**src/rtl/logic_gate_unit.sv**
```systemverilog
// -----------------------------------------------------------------------------
// logic_gate_unit
//
// Purpose:
//   Applies one of eight bitwise gate operations to two WIDTH-bit operands.
//   Results are buffered in a DEPTH-entry FIFO that sits between valid/ready
//   handshakes on its input and output sides. A saturating counter records
//   how many transactions have been accepted.
//
// Handshake rule (both sides):
//   A beat transfers on a rising clk edge where valid and ready are both high.
//   in_ready and out_valid come only from registered state (level_q), so there
//   is no combinational path from any input to any output. Once valid is
//   raised, the producer holds it and its payload until the beat transfers.
//
// Parameters:
//   WIDTH  operand/result width (>=1)
//   DEPTH  FIFO entries (power of 2, >=2)
//   CNT_W  accepted-transaction counter width
//
// Ports:
//   clk        rising-edge clock
//   rst_n      asynchronous active-low reset
//   in_valid   operands/op valid
//   in_ready   FIFO not full
//   op         gate select: 000 AND, 001 OR, 010 NAND, 011 NOR,
//              100 XOR, 101 XNOR, 110 NOT a, 111 BUF a
//   a, b       operands
//   out_valid  FIFO not empty
//   out_ready  consumer accepts head
//   y          head result (0 when empty)
//   level      FIFO occupancy
//   acc_cnt    accepted transactions, saturating
//   y_par      even-parity bit of y (only with LGU_PARITY_EN)
//
// Configuration macro:
//   LGU_PARITY_EN  adds y_par plus a per-entry parity bit
// -----------------------------------------------------------------------------
module logic_gate_unit #(
    parameter int WIDTH = 8,
    parameter int DEPTH = 4,
    parameter int CNT_W = 16
) (
    input  logic                       clk,
    input  logic                       rst_n,
    input  logic                       in_valid,
    output logic                       in_ready,
    input  logic [2:0]                 op,
    input  logic [WIDTH-1:0]           a,
    input  logic [WIDTH-1:0]           b,
    output logic                       out_valid,
    input  logic                       out_ready,
    output logic [WIDTH-1:0]           y,
    output logic [$clog2(DEPTH):0]     level,
    output logic [CNT_W-1:0]           acc_cnt
`ifdef LGU_PARITY_EN
    ,
    output logic                       y_par
`endif
);

    localparam int PTR_W = $clog2(DEPTH);
    localparam int LVL_W = PTR_W + 1;
    localparam logic [LVL_W-1:0] LVL_FULL = LVL_W'(DEPTH);

    logic [WIDTH-1:0] mem_q [DEPTH];
    logic [PTR_W-1:0] wr_ptr_q, wr_ptr_d;
    logic [PTR_W-1:0] rd_ptr_q, rd_ptr_d;
    logic [LVL_W-1:0] level_q, level_d;
    logic [CNT_W-1:0] cnt_q, cnt_d;
    logic [WIDTH-1:0] result;
    logic             push;
    logic             pop;

    // Gate function, evaluated on the live operands and written at the tail.
    always_comb begin
        result = '0;
        unique case (op)
            3'b000:  result = a & b;
            3'b001:  result = a | b;
            3'b010:  result = ~(a & b);
            3'b011:  result = ~(a | b);
            3'b100:  result = a ^ b;
            3'b101:  result = ~(a ^ b);
            3'b110:  result = ~a;
            default: result = a;
        endcase
    end

    assign in_ready  = (level_q != LVL_FULL);
    assign out_valid = (level_q != '0);
    assign push      = in_valid & in_ready;
    assign pop       = out_valid & out_ready;

    always_comb begin
        wr_ptr_d = wr_ptr_q;
        rd_ptr_d = rd_ptr_q;
        level_d  = level_q;
        cnt_d    = cnt_q;
        // Pointers are exactly PTR_W bits, so the increment wraps modulo DEPTH.
        if (push) wr_ptr_d = wr_ptr_q + PTR_W'(1);
        if (pop)  rd_ptr_d = rd_ptr_q + PTR_W'(1);
        case ({push, pop})
            2'b10:   level_d = level_q + LVL_W'(1);
            2'b01:   level_d = level_q - LVL_W'(1);
            default: level_d = level_q;
        endcase
        // Saturate: stop counting once every bit is set.
        if (push && (cnt_q != '1)) cnt_d = cnt_q + CNT_W'(1);
    end

    always_ff @(posedge clk or negedge rst_n) begin
        if (!rst_n) begin
            wr_ptr_q <= '0;
            rd_ptr_q <= '0;
            level_q  <= '0;
            cnt_q    <= '0;
        end else begin
            wr_ptr_q <= wr_ptr_d;
            rd_ptr_q <= rd_ptr_d;
            level_q  <= level_d;
            cnt_q    <= cnt_d;
        end
    end

    // Storage needs no reset: y and y_par are forced to 0 while empty.
    always_ff @(posedge clk) begin
        if (push) mem_q[wr_ptr_q] <= result;
    end

    assign y       = out_valid ? mem_q[rd_ptr_q] : '0;
    assign level   = level_q;
    assign acc_cnt = cnt_q;

`ifdef LGU_PARITY_EN
    logic par_q [DEPTH];

    always_ff @(posedge clk) begin
        if (push) par_q[wr_ptr_q] <= ^result;
    end

    assign y_par = out_valid ? par_q[rd_ptr_q] : 1'b0;
`endif

endmodule

```
**config.mk**
```make
export PLATFORM = sky130hd
export DESIGN_NAME = logic_gate_unit
export DESIGN_NICKNAME = d
export VERILOG_FILES = /design/src/rtl/logic_gate_unit.sv
export SDC_FILE = /design/constraint.sdc
export NUM_CORES = 1
export LEC_CHECK = 0
export CORE_AREA = 2 2 105 107
export CTS_BUF_LIST = sky130_fd_sc_hd__clkbuf_8
export CTS_CLUSTER_SIZE = 30
export DETAILED_ROUTE_END_ITERATION = 10
export DIE_AREA = 0 0 107 109
export GPL_ROUTABILITY_DRIVEN = 0
export SYNTH_ARGS = -nofsm -noshare
export SYNTH_HDL_FRONTEND = slang
export SYNTH_SLANG_ARGS = --single-unit
```
**constraint.sdc**
```tcl
create_clock -name clk -period 6.1 [get_ports clk]
set_clock_uncertainty 0.1 [all_clocks]
set_input_delay 0.61 -clock clk [delete_from_list [all_inputs] [get_ports clk]]
set_output_delay 0.61 -clock clk [all_outputs]
set_load 0.01 [all_outputs]
```
== Word-level counts from Yosys, hierarchy flattened ==
Memories as Yosys holds them, arrays and structs flattened.
Index checks and enable logic that the tools add are counted.
Widths: inputs -> output; s select.

* Bits in registers: 23
* Bits in latches: 0
* Memory bits (writable): 32
* Memory bits (read-only): 0
* Input bits: 23
* Output and inout port bits: 29
* Logic and storage cells: 38
* Memories kept: 1

* Add/sub/neg operators: 5
* Multiply operators: 0
* Divide/modulo/power cells: 0
* Magnitude comparators: 0
* Eq/ne operators: 10
* Shift-type cells: 0
* Multiplexer cells: 5
* Bitwise gates (word level): 9
* Reduce and logical (&&, ||, !) cells: 4

{| class="wikitable"
|+ Memories
! memory !! words !! bits a word !! read ports !! clocked after Yosys merged registers in !! wr ports !! line !! text
|-
| mem_q || 4 || 8 || 1 || 0 || 1 || 66 || <nowiki>logic [WIDTH-1:0] mem_q [DEPTH];</nowiki>
|}

{| class="wikitable"
|+ Operators with widths
! operator !! number
|-
| $pmux 8 s7 || 1
|-
| $not 8->8 || 4
|-
| $add 16x1->16 const B || 1
|-
| $ne 16x16->1 const B || 1
|-
| $eq 3x3->1 const B || 3
|-
| $and 8x8->8 || 1
|-
| $mux 8 || 1
|-
| $or 8x8->8 || 1
|-
| $xor 8x8->8 || 1
|-
| $eq 3x2->1 const B || 2
|-
| $pmux 3 s2 || 1
|-
| $add 2x1->2 const B || 2
|-
| $add 3x1->3 const B || 1
|-
| $eq 3x1->1 const B || 1
|-
| $logic_not 3->1 || 1
|-
| $ne 3x3->1 const B || 1
|-
| $reduce_bool 3->1 || 1
|-
| $sub 3x1->3 const B || 1
|-
| $and 1x1->1 || 2
|-
| $eq 2x1->1 const B || 1
|-
| $eq 2x2->1 const B || 1
|-
| $mux 1 || 2
|-
| $reduce_bool 2->1 || 1
|-
| $logic_and 1x1->1 || 1
|}

== Depth between registers and ports, before layout ==
* Word-level depth: 4
* Gate-level depth with buffers: 9
* Mapped depth without buffers: 8

== Worst setup path after synthesis ==
OpenSTA, ideal clock, no wires.

* Kind: register -> register
* Start: register level_q[1] (netlist: level[1])
* End: register level_q[2] (netlist: level[2])
* Library setup time: 0.079 ns
* Arrival: 2.052 ns
* Data required time: 5.921 ns
* Path slack: 3.868 ns
* Stages on the path, launching flop included: 10
* Path buffers: 1
* Clock period less this slack: 2.232 ns
* Path through: dfrtp_1 or3b_1 buf_4 nand2_4 ha_1 inv_1 fa_1 xor2_1 nor2_1 xor2_1

* Word-level cells in the longest chain between the ends: 4
* Elaborated cells between the ends (all ways): 10
* Classes of those cells: add/sub (2); eq/ne (3); mux (1); bitwise (2); reduce/logical (2)

{| class="wikitable"
|+ RTL lines
! element !! line !! text
|-
| from (decl) || 69 || <nowiki>logic [LVL_W-1:0] level_q, level_d;</nowiki>
|-
| from (signal assigned) || 121 || <nowiki>level_q <= level_d;</nowiki>
|-
| $ne 3x3->1 * || 90 || <nowiki>assign in_ready = (level_q != LVL_FULL);</nowiki>
|-
| net in_ready || 47 || <nowiki>output logic in_ready,</nowiki>
|-
| $and 1x1->1 * || 92 || <nowiki>assign push = in_valid & in_ready;</nowiki>
|-
| $eq 2x1->1 or $eq 2x2->1 (tied branches) || 103 || <nowiki>case ({push, pop})</nowiki>
|-
| $pmux 3 s2 or $reduce_bool 2->1 (tied branches) || - ||
|}

The timed path passes the listed nets; every way through them passes the cells marked *.
A chain may end at the register's enable or synchronous reset.

== Worst setup path after layout ==
* Start: register rd_ptr_q[0]
* End: output y[6]

* Word-level cells in the longest chain between the ends: 2

{| class="wikitable"
|+ RTL lines
! element !! line !! text
|-
| from (decl) || 68 || <nowiki>logic [PTR_W-1:0] rd_ptr_q, rd_ptr_d;</nowiki>
|-
| from (signal assigned) || 120 || <nowiki>rd_ptr_q <= rd_ptr_d;</nowiki>
|-
| $mem_v2 4x8 || - ||
|-
| $mux 8 || 131 || <nowiki>assign y = out_valid ? mem_q[rd_ptr_q] : '0;</nowiki>
|-
| to (decl) || 53 || <nowiki>output logic [WIDTH-1:0] y,</nowiki>
|}

No other way between the ends.

==> results_dict.tcl <==
set metrics [dict create \
    status "completed" \
    ys_ff_latch 55 \
    end_kind "output port" \
    pwr_density_cell_nw_per_um2 345 \
    placed_area_sq_um 3730 \
    final_cell_area_sq_um 3820 \
    ys.flop_type "edfxtp_1" \
    vias 1938 \
    rsz0062_at_grt "false" \
    grt_pass1_wl_microns 9180 \
    portBuffers 51 \
    path_class "reg -> out" \
    leakage_uw 0.00160 \
    arrival_ns 2.25 \
    synth.top_cell.area_share_pct 31.1 \
    finalCritPeriodShare_pct 48.6 \
    cts_buffers 5 \
    initial_core_util_pct 29.2 \
    grt_use_total_pct 9.99 \
    ctsHoldBuffers 0 \
    grt_max_degree 24 \
    antenna_cells 0 \
    grt_pass1_vias 1941 \
    synthArstFlopShare_pct 41.8 \
    die_w_microns 107 \
    clk_pin_slew_worst_paths_ns 0.10 \
    dieHeight_microns 109 \
    synthCells 254 \
    hp-class "reg -> reg" \
    clk_path_buf_depth 2 \
    fin_cells 442 \
    ir_worst_vdd_mv 0.152 \
    clock_sink_count 55 \
    drt_iter0_drc 157 \
    syn_area_sq_um 3090 \
    via_per_inst 4.38 \
    num_rows 38 \
    ant_nets 0 \
    fillers 1025 \
    cp-start-kind "flop" \
    post-cts-setup-buffers 0 \
    crit_fanout 10 \
    cts_tree "built" \
    maxSlewViolCount 0 \
    dp_cells 434 \
    antenna_found_initial 0 \
    grt_overflow 0 \
    fmax_mhz 337 \
    synth-edff-count 32 \
    holdWs_ns 0.419 \
    yosysSeqAreaShare_pct 49.7 \
    ios 52 \
    wire_per_inst_microns 12.5 \
    cap_violations 0 \
    cts_resized 0 \
    required_ns 5.39 \
    final.min_clock_period_ns 2.96 \
    finalHoldViolCount 0 \
    drc 0 \
    synth_area_leaders "edfxtp_1, dfrtp_1, ha_1, mux4_2, xnor2_1" \
    relSlewSlack_pct 30.1 \
    worst_slew_pin_slew_ns 1.05 \
    synth_cell_types 35 \
    drive_gt1_share_pct 8.94 \
    yosys_warnings 0 \
    synth_common_cells "edfxtp_1, dfrtp_1, inv_1, ha_1, xnor2_1" \
    syn_nets 300 \
    cts_htree_levels 2 \
    die_area_sq_um 11700 \
    wirelength_microns 5530 \
    clk_latency_ns 0.31 \
    synth_most_common_cell "edfxtp_1" \
    setup_tns_ns 0 \
    core_area_sq_um 10600 \
    dpl.hpwl_microns 4160 \
    cts_root_buf "clkbuf_8" \
    area_growth_pct 23.5 \
    synth_top_area_cell "edfxtp_1" \
    finalSetupViolCount 0 \
    final_nets 347 \
    avgSynthCellArea_sq_um 12.2 \
    dr.pass1.iters 4 \
]
layer usage:
metal	global-route usage, %	up-vias	share of wire, %
met5	0	-	0
met1	12.9	927	46
met3	2.09	6	3.9
met4	3.62	0	1.5
met2	16.7	29	48
li1	-	976	-
area by class of cell:
| cell class | instances | area, sq um | share of cell area (%) |
|---|---|---|---|
| well taps | 140 | 175 | 4.58 |
| clock buffers | 5 | 68.8 | 1.80 |
| clock inverters | 3 | 25.0 | 0.655 |
| inverters | 23 | 86.3 | 2.26 |
| multi-input cells | 165 | 1420 | 37.1 |
| flip-flops and latches | 55 | 1540 | 40.2 |
| repair buffers | 51 | 510 | 13.4 |
critical path, stage by stage (launching register included):
cell             delay (ns)
dfrtp_1                0.71
mux4_2                 0.58
and2_1                 0.17
clkdlybuf4s50_1        0.48
sequential cells by signal, indices dropped and copies added, names as in the netlist:
signal,cells
mem_q,32
acc_cnt,16
level,3
rd_ptr_q,2
wr_ptr_q,2
power breakdown:
| part | internal (uW) | switching (uW) |
|---|---|---|
| Clock | 82.2 | 119 |
| Combinational | 310 | 227 |
| Sequential | 498 | 84.4 |
worst paths after layout:
kind	startpoint	endpoint	slack, ns	cells past startpoint
setup reg to reg	level[1]	level[2]	3.67	8
max in group asynchronous	rst_n	rd_ptr_q[1]	4.51	1
hold / removal	acc_cnt[6]	acc_cnt[6]	0.42	1
min in group asynchronous	rst_n	acc_cnt[15]	0.76	1
hold reg to reg	acc_cnt[6]	acc_cnt[6]	0.42	1
setup / recovery	rd_ptr_q[0]	y[6]	3.14	3
through the flow:
| step | util, % | total power [uW] | worst slack, ns |
|---|---|---|---|
| 5_1_grt | 36.0 | 1430 | 2.99 |
| 2_1_floorplan | - | 898 | 3.87 |
| 3_5_place_dp | 35.2 | 1140 | 3.27 |
| 3_3_place_gp | 35.2 | 1130 | 3.37 |
| 6_report | 36.0 | 1320 | 3.14 |
| 4_1_cts | 36.0 | 1350 | 3.08 |
cell families (layout without fill, tap and decap cells):
logic type | after synthesis | in the layout | synth area share (%)
AND/OR/NAND/NOR | 67 | 67 | 12.9
buffers and inverters | 34 | 82 | 4.45
XOR/XNOR | 33 | 33 | 9.34
adder cells (fa/ha/maj) | 23 | 23 | 9.55
AO/OA/AOI/OAI | 19 | 19 | 3.07
multiplexers | 23 | 23 | 11.0
flip-flops | 55 | 55 | 49.7
placed cells by master (no fill, tap or decap), drive strengths merged, types with 6 or more instances in the layout:
master / count
clkdlybuf4s50: 51
edfxtp: 32
inv: 23
dfrtp: 23
ha: 22
xnor2: 19
nor2: 18
a21oi: 14
xor2: 14
mux2i: 10
and2: 9
mux4: 8
and3: 7
nand2: 7
nand3: 6
Note: power is estimated with default switching activity, not from simulation.
